===== src/rtl/uart_receive.sv =====
// UART receiver: synchronised rx, mid-bit sampling, LSB-first deserialisation,
// valid/ready output with one-cycle framing-error and overrun pulses.
module uart_receive #(
    parameter int d_width      = 4,
    parameter int clks_per_bit = 1
) (
    input  logic               clk,
    input  logic               rst,
    input  logic               rx,
    input  logic               rx_ready,
    output logic [d_width-1:0] rx_data,
    output logic               rx_valid,
    output logic               rx_busy,
    output logic               frame_err,
    output logic               overrun
);
    localparam int            iw       = (d_width > 1) ? $clog2(d_width) : 1;
    localparam logic [3:0]    bit_last = 4'(clks_per_bit - 1);
    localparam logic [3:0]    half_cnt = 4'((clks_per_bit - 1) / 2);
    localparam logic [iw-1:0] idx_last = iw'(d_width - 1);

    typedef enum logic [2:0] {
        IDLE  = 3'd0,
        START = 3'd1,
        DATA  = 3'd2,
        STOP  = 3'd3,
        BREAK = 3'd4
    } state_t;

    logic               rst_meta_r;
    logic               rst_n_r;
    logic               rx_meta_r;
    logic               rx_sync_r;
    state_t             state_r;
    state_t             state_s;
    logic [3:0]         timer_r;
    logic [3:0]         timer_s;
    logic [iw-1:0]      idx_r;
    logic [iw-1:0]      idx_s;
    logic [d_width-1:0] shift_r;
    logic [d_width-1:0] shift_s;
    logic               done_r;
    logic               done_s;
    logic               ferr_s;

    // Reset asserts at once and releases two clocks after rst goes high
    always_ff @(posedge clk or negedge rst) begin
        if (!rst) begin
            rst_meta_r <= 1'b0;
            rst_n_r    <= 1'b0;
        end else begin
            rst_meta_r <= 1'b1;
            rst_n_r    <= rst_meta_r;
        end
    end

    // Next-state, bit timer and shift register logic
    always_comb begin
        state_s = state_r;
        timer_s = timer_r;
        idx_s   = idx_r;
        shift_s = shift_r;
        done_s  = 1'b0;
        ferr_s  = 1'b0;
        case (state_r)
            IDLE: begin
                // With no half-bit offset the detection cycle is the start sample
                if (!rx_sync_r) begin
                    if (half_cnt == 4'd0) begin
                        state_s = DATA;
                        timer_s = bit_last;
                        idx_s   = '0;
                    end else begin
                        state_s = START;
                        timer_s = half_cnt - 4'd1;
                    end
                end else begin
                    state_s = IDLE;
                end
            end
            START: begin
                if (timer_r == 4'd0) begin
                    if (!rx_sync_r) begin
                        state_s = DATA;
                        timer_s = bit_last;
                        idx_s   = '0;
                    end else begin
                        state_s = IDLE;
                    end
                end else begin
                    timer_s = timer_r - 4'd1;
                end
            end
            DATA: begin
                if (timer_r == 4'd0) begin
                    shift_s[idx_r] = rx_sync_r;
                    timer_s        = bit_last;
                    if (idx_r == idx_last) begin
                        state_s = STOP;
                    end else begin
                        idx_s = idx_r + iw'(1);
                    end
                end else begin
                    timer_s = timer_r - 4'd1;
                end
            end
            STOP: begin
                if (timer_r == 4'd0) begin
                    if (rx_sync_r) begin
                        done_s  = 1'b1;
                        state_s = IDLE;
                    end else begin
                        ferr_s  = 1'b1;
                        state_s = BREAK;
                    end
                end else begin
                    timer_s = timer_r - 4'd1;
                end
            end
            BREAK: begin
                if (rx_sync_r) begin
                    state_s = IDLE;
                end else begin
                    state_s = BREAK;
                end
            end
            default: begin
                state_s = IDLE;
            end
        endcase
    end

    // Synchroniser, FSM state and status registers
    always_ff @(posedge clk or negedge rst_n_r) begin
        if (!rst_n_r) begin
            rx_meta_r <= 1'b1;
            rx_sync_r <= 1'b1;
            state_r   <= IDLE;
            timer_r   <= 4'd0;
            idx_r     <= '0;
            shift_r   <= '0;
            done_r    <= 1'b0;
            rx_busy   <= 1'b0;
            frame_err <= 1'b0;
        end else begin
            rx_meta_r <= rx;
            rx_sync_r <= rx_meta_r;
            state_r   <= state_s;
            timer_r   <= timer_s;
            idx_r     <= idx_s;
            shift_r   <= shift_s;
            done_r    <= done_s;
            rx_busy   <= (state_s != IDLE);
            frame_err <= ferr_s;
        end
    end

    // Output word register and valid/ready handshake with overrun detection
    always_ff @(posedge clk or negedge rst_n_r) begin
        if (!rst_n_r) begin
            rx_data  <= '0;
            rx_valid <= 1'b0;
            overrun  <= 1'b0;
        end else begin
            overrun <= 1'b0;
            if (done_r) begin
                rx_data  <= shift_r;
                rx_valid <= 1'b1;
                overrun  <= rx_valid && !rx_ready;
            end else if (rx_valid && rx_ready) begin
                rx_valid <= 1'b0;
            end else begin
                rx_valid <= rx_valid;
            end
        end
    end
endmodule

===== config.mk =====
export PLATFORM = sky130hd
export DESIGN_NAME = uart_receive
export DESIGN_NICKNAME = d
export VERILOG_FILES = /design/src/rtl/uart_receive.sv
export SDC_FILE = /design/constraint.sdc
export NUM_CORES = 1
export LEC_CHECK = 0
export CAP_MARGIN = 25
export CORE_MARGIN = 2
export CORE_UTILIZATION = 55
export CTS_CLUSTER_DIAMETER = 30
export CTS_CLUSTER_SIZE = 8
export DETAILED_ROUTE_END_ITERATION = 8
export GPL_TIMING_DRIVEN = 0
export HOLD_SLACK_MARGIN = 0.08
export MAX_ROUTING_LAYER = met4
export PLACE_DENSITY = 0.77
export SYNTH_ARGS = -nofsm -noshare
export SYNTH_HDL_FRONTEND = slang
export SYNTH_SLANG_ARGS = --single-unit

===== constraint.sdc =====
create_clock -name clk -period 1.5 [get_ports clk]
set_input_delay 0.45 -clock clk [delete_from_list [all_inputs] [get_ports clk]]
set_output_delay 0.45 -clock clk [all_outputs]
set_load 0.005 [all_outputs]

==> out/results.ini, run 1 <==
[placement]
place_congestion=0.798
placed_area_sq_um=1420
place_ws_ns=-0.284
portBuffers=11
dpl.cell_count=151
dpl.hpwl_um=1600

[die]
io_pins=12
die_x_um=51.6
die_h_um=51.6
rows=17
core-area_sq_um=2170
die_area_sq_um=2660
start_util_pct=57.4

[power]
p_leak_nw=0.776
vdd_drop_max_mv=0.940
power_density_nw_per_um2=1490

[final_layout]
nNetsFinal=156
areaGrowthSynthToFinish_pct=34.9
final_cell_area_sq_um=1680
antenna_cells=0
fillCellCount=148
drive_above_1_share_pct=37.2
regArea_sq_um=654
finalNonFillerCells=173
post-route-util_pct=77.5
multi_input_area_sq_um=604

[timing]
maxSlewViolCount=0
hold_violations=0
whs_ns=0.0702
setup_ws_ns=-0.160
finalCriticalPeriod_ns=1.66
rsz0062_at_grt=yes
skew_ns=0.0118
setup_viol=9
period_share_pct=111
fmax_mhz=602

[yosys]
syn_avg_cell_area_sq_um=11.1
synth_ff_type=dfrtp_1
synth_fp_nets=122
yosysMostFrequentCell=dfrtp_1
synth_seq_cells=26
syn_inst=112
synthTopCellsByCount=dfrtp_1 (24), inv_1 (10), mux2_2 (8)
yosysTopAreaCell=dfrtp_1
ys_types=37
yosys-top-cells-area=dfrtp_1 (48%), mux2_2 (7.2%), ha_1 (6.0%)
yosysSeqAreaShare_pct=52.4
syn_area_sq_um=1250
synth_top_family_by_area=simple AND/OR/NAND/NOR gates
synthMuxAreaShare_pct=8.03
netlist.area_leader.share_pct=48.2
synth_xor_area_share_pct=0
synthAdderAreaFrac_pct=6.02
synth-simple-area-share_pct=13.9
ys_warn_count=0
synthArstFlopShare_pct=100
synth_edf_count=0
synth_compound_area_share_pct=13.4

[cts]
cts_tree=built
clk_latency_ns=0.32
htreeDepth=1
clk_pin_slew_ns=0.14
clock-sinks=26
cts.hold.buffers_added=0
root_buffer=clkbuf_4
cts_buffer_depth=2
cts_buffers=3

[detailed_routing]
viasPerCell=5.55
vias=960
drt-wirelength-per-cell_um=15.1
first_iter_violations=29
drc=0
dr.pass1.iters=5
ant_nets=0
wirelength_um=2620

[global_route]
grt_pass1_vias=950
grt_overflow=0
grt_pass1_wl_um=4340
grt_max_degree=25
grt_use_total_pct=23.1
antenna_found_initial=0

[setup_path]
cp.required_ns=1.72
arrival_ns=1.88
start_kind=register
r2r_start=timer_r[1]
path_max_fanout=5
startpoint=timer_r[1]
worst_setup_path_end_kind=register
worstSetupPathType=reg -> reg

[outcome]
status=finished with violations
violations=negative setup slack

[worst_hold_path]
hold_path_class=reg -> async

[run]
maxCapViolations=0

## logic make-up after synthesis
group                    Yosys count
AO/OA/AOI/OAI                     25
multiplexers                       9
AND/OR/NAND/NOR                   28
other                              1
adder cells (fa/ha/maj)            6
buffers and inverters             17
flip-flops                        26
## final timing paths
check	endpoint	slack (ns)	cells after the start
max	idx_r[0]	-0.16	6
min	rx_busy	0.07	0
max reg2reg	idx_r[0]	-0.16	6
min reg2reg	rx_busy	0.07	0
max in group asynchronous	rx_meta_r	1.00	1
min in group clk	rst_n_r	0.37	0
## sequential cells by signal, summed over array words and instances (netlist names)
signal and count:
rx_valid 1, timer_r 4, idx_r 2, rx_data 4, rx_sync_r 1, rst_n_r 1
rst_meta_r 1, rx_busy 1, overrun 1, rx_meta_r 1, frame_err 1, state_r 3
done_r 1, shift_r 4
## cells in the final DEF, fill, tap and decap left out, drive strengths merged
| cell type | instances |
|---|---|
| a211o | 1 |
| a211oi | 3 |
| a21o | 1 |
| a21oi | 6 |
| a2bb2oi | 1 |
| a31oi | 1 |
| and2 | 1 |
| and3 | 1 |
| buf | 21 |
| clkbuf | 8 |
| clkdlybuf4s50 | 3 |
| conb | 1 |
| dfrtp | 24 |
| dfstp | 2 |
| dlygate4sd2 | 8 |
| ha | 6 |
| inv | 10 |
| mux2 | 8 |
| mux2i | 1 |
| nand2 | 5 |
| nand2b | 1 |
| nand3 | 1 |
| nand4b | 5 |
| nor2 | 6 |
| nor2b | 1 |
| nor3 | 2 |
| nor3b | 2 |
| o211ai | 1 |
| o21a | 1 |
| o21ai | 5 |
| o22ai | 2 |
| o311ai | 1 |
| o32a | 1 |
| o41a | 1 |
| or3b | 2 |
| or4 | 1 |
## critical path: stages, from the launching register on
cell and delay (ns):
dfrtp_1 0.42, inv_2 0.09, ha_4 0.13, or3b_4 0.40
buf_6 0.15, a211oi_4 0.24, o211ai_1 0.12
## through the flow
step | power [mW] | TNS (ns)
6_report | 2.51 | -0.767
5_1_grt | 2.69 | -1.49
4_1_cts | 2.45 | -0.588
3_5_place_dp | 1.97 | -2.61
3_3_place_gp | 1.91 | -2.04
2_1_floorplan | 1.64 | -0.258
## power by group
group / switching, mW / internal [mW] / total [mW]
combinational: 0.507 / 0.629 / 1.14
clock: 0.203 / 0.148 / 0.351
sequential: 0.121 / 0.906 / 1.03
total: 0.830 / 1.68 / 2.51
## layer usage
metal | track usage, % | routed length (um) | up-vias
met4 | 6.58 | 28 | 0
li1 | - | - | 458
met2 | 41.7 | 1460 | 24
met1 | 26.6 | 1040 | 474
met3 | 3.74 | 85 | 4
met5 | - | 0 | -
## repair_timing
item / in CTS / in global routing
pin swaps: 6 / 5
gates resized for setup: 22 / 6
endpoints found under the hold margin: 0 / 0
buffers inserted: 13 / 4
cloned: 1 / 0
endpoints found under the setup margin: 23 / 16
## area by class of cell
type / instances / share of cell area (%)
clock buffer: 4 / 2.16
tap: 28 / 2.08
multi-input combinational: 69 / 35.9
inverter: 10 / 2.23
sequential: 26 / 38.9
buffer: 6 / 2.16
timing repair buffer: 30 / 16.5
Power figures use the tool's default switching activity.
==> run 2: changes to the inputs <==
- GPL_TIMING_DRIVEN: 0 -> unset
==> run 2 against run 1 <==
The flow still finishes with violations (negative setup slack). Largest power group unchanged. Non-clock buffer count is 1 lower. Register-to-register slack better by 0.04 ns. Cell count stayed put. Hold slack better by 0.15 ns. Power is 1.3% higher. Clock power is 31% higher. Sequential cell count stayed put. Highest routed layer unchanged. Critical path depth is 2 lower. Maximum frequency is 2.5% higher. Critical path type unchanged. Wire length is 6.5% lower. Sequential share of layout area is 0.63 points higher.
==> out/results.ini, run 2 (same netlist as run 1, synthesis figures left out) <==
[final_layout]
drive_above_1_share_pct=36.6  ; -0.69 points
layout_common_cells=dfrtp_1 (24), buf_4 (21), dlygate4sd2_1 (8), inv_1 (7), mux2_2 (7)
antenna_cells=0  ; unchanged
fillCellCount=141  ; -4.7%
regArea_sq_um=653  ; -0.19%
final_cell_area_sq_um=1650  ; -1.8%
final_common_cell=dfrtp_1
reg_top3=rx_data x4, shift_r x4, timer_r x4
nNetsFinal=156  ; unchanged
multi_input_area_sq_um=582  ; -3.7%
finalNonFillerCells=173  ; unchanged
areaGrowthSynthToFinish_pct=32.5

[cts]
clk_latency_ns=0.31  ; about the same
cts.hold.buffers_added=0  ; unchanged
root_buffer=clkbuf_4
cts_buffer_depth=2  ; unchanged
htreeDepth=1  ; unchanged
cts_tree=built
clk_pin_slew_ns=0.13  ; about the same
clock-sinks=26  ; unchanged
cts_buffers=3  ; unchanged

[placement]
dpl.cell_count=162  ; +7.3%
placed_area_sq_um=1520  ; +6.9%
place_ws_ns=-0.103  ; +0.182 ns
place_congestion=0.795  ; -0.48%
portBuffers=11  ; unchanged
dpl.hpwl_um=1710  ; +7.1%

[timing]
setup_viol=7  ; -2
hold_violations=0  ; unchanged
fmax_mhz=617  ; +2.5%
finalCriticalPeriod_ns=1.62  ; -0.0407 ns
final.setup.tns_ns=-0.400  ; +0.368 ns
maxSlewViolCount=0  ; unchanged
setup_ws_ns=-0.119  ; +0.0407 ns
rsz0062_at_grt=yes
skew_ns=0.00495  ; -0.00686 ns
tightest_slew_ns=0.552
slew_headroom_pct=63.2
period_share_pct=108  ; -2.7 points

[die]
io_pins=12  ; unchanged
core-area_sq_um=2170  ; unchanged
die_x_um=51.6  ; unchanged
start_util_pct=57.4  ; unchanged
die_h_um=51.6  ; unchanged
rows=17  ; unchanged
die_area_sq_um=2660  ; unchanged

[power]
power_density_nw_per_um2=1540  ; +3.2%
p_leak_nw=0.777  ; about the same
finalPower_mw=2.55  ; +1.3%
vdd_drop_max_mv=0.992  ; +5.5%

[detailed_routing]
viasPerCell=5.63  ; +1.5%
vias=974  ; +1.5%
first_iter_violations=14  ; -52%
wirelength_um=2450  ; -6.5%
drt-wirelength-per-cell_um=14.1  ; -6.5%
dr.pass1.iters=4  ; -1
ant_nets=0  ; unchanged
drc=0  ; unchanged

[outcome]
status=finished with violations
violations=negative setup slack

[global_route]
grt_pass1_vias=954  ; +0.42%
grt_pass1_wl_um=4030  ; -7.2%
grt_max_degree=25  ; unchanged
antenna_found_initial=0  ; unchanged
grt_use_total_pct=21.4  ; -1.7 points
grt_overflow=0  ; unchanged

[setup_path]
path_max_fanout=4  ; -1
rr_worst_depth=4  ; -2
arrival_ns=1.86  ; -0.02 ns
rrSetupSlack_ns=-0.12  ; +0.04 ns
worst_setup_path_end_kind=register
r2r_end=idx_r[0]
r2r_start=idx_r[1]
worstSetupPathType=reg -> reg
cp.required_ns=1.74  ; +0.02 ns
start_kind=register

[worst_hold_path]
hold_path_class=reg -> async

[run]
maxCapViolations=0  ; unchanged

run 2: layout make-up:
| cell class | instances | area share [%] |
|---|---|---|
| inverter | 10 | 2.27 |
| timing repair buffer | 35 | 17.7 |
| tap | 28 | 2.12 |
| clock buffer | 3 | 1.36 |
| clock inverter | 1 | 1.82 |
| sequential | 26 | 39.5 |
| multi-input combinational | 70 | 35.2 |
run 2: timing repair:
action / 4_1_cts / 5_1_grt
endpoints found under the setup margin: 16 / 12
resized for setup: 14 / 6
gates cloned: 1 / 0
pin swaps: 6 / 3
setup buffers: 5 / 2
run 2: per-layer routing:
layer	track usage [%]	share of wire [%]	vias to the layer above
li1	-	-	461
met1	23.3	40	470
met2	37.0	51	31
met3	3.45	4.3	12
met4	12.3	4.2	0
met5	-	0	-
run 2: worst max-delay path by stage:
stage          startpoint  endpoint  cells past startpoint
5_1_grt          idx_r[0]  idx_r[0]                      4
2_1_floorplan    idx_r[1]  idx_r[0]                      4
3_5_place_dp     idx_r[1]  idx_r[0]                      4
4_1_cts          idx_r[1]  idx_r[0]                      4
3_3_place_gp     idx_r[1]  idx_r[0]                      4
6_report         idx_r[1]  idx_r[0]                      4
run 2: report_power, final:
group | total, mW | internal (mW) | switching (mW)
clock network | 0.461 | 0.270 | 0.191
logic | 1.06 | 0.597 | 0.459
registers | 1.03 | 0.903 | 0.127
run 2: metrics by stage:
step	hold WS [ns]	utilization (%)
after floorplan	0.154	-
after global placement	0.220	69.9
after detailed placement	0.221	69.9
after CTS	0.230	74.7
after global routing	0.264	76.1
final	0.223	76.1
run 2: worst max-delay path: stages (launching register included):
cell	delay (ns)
dfrtp_1	0.41
ha_2	0.20
or3b_4	0.38
or4_1	0.47
o211ai_1	0.09
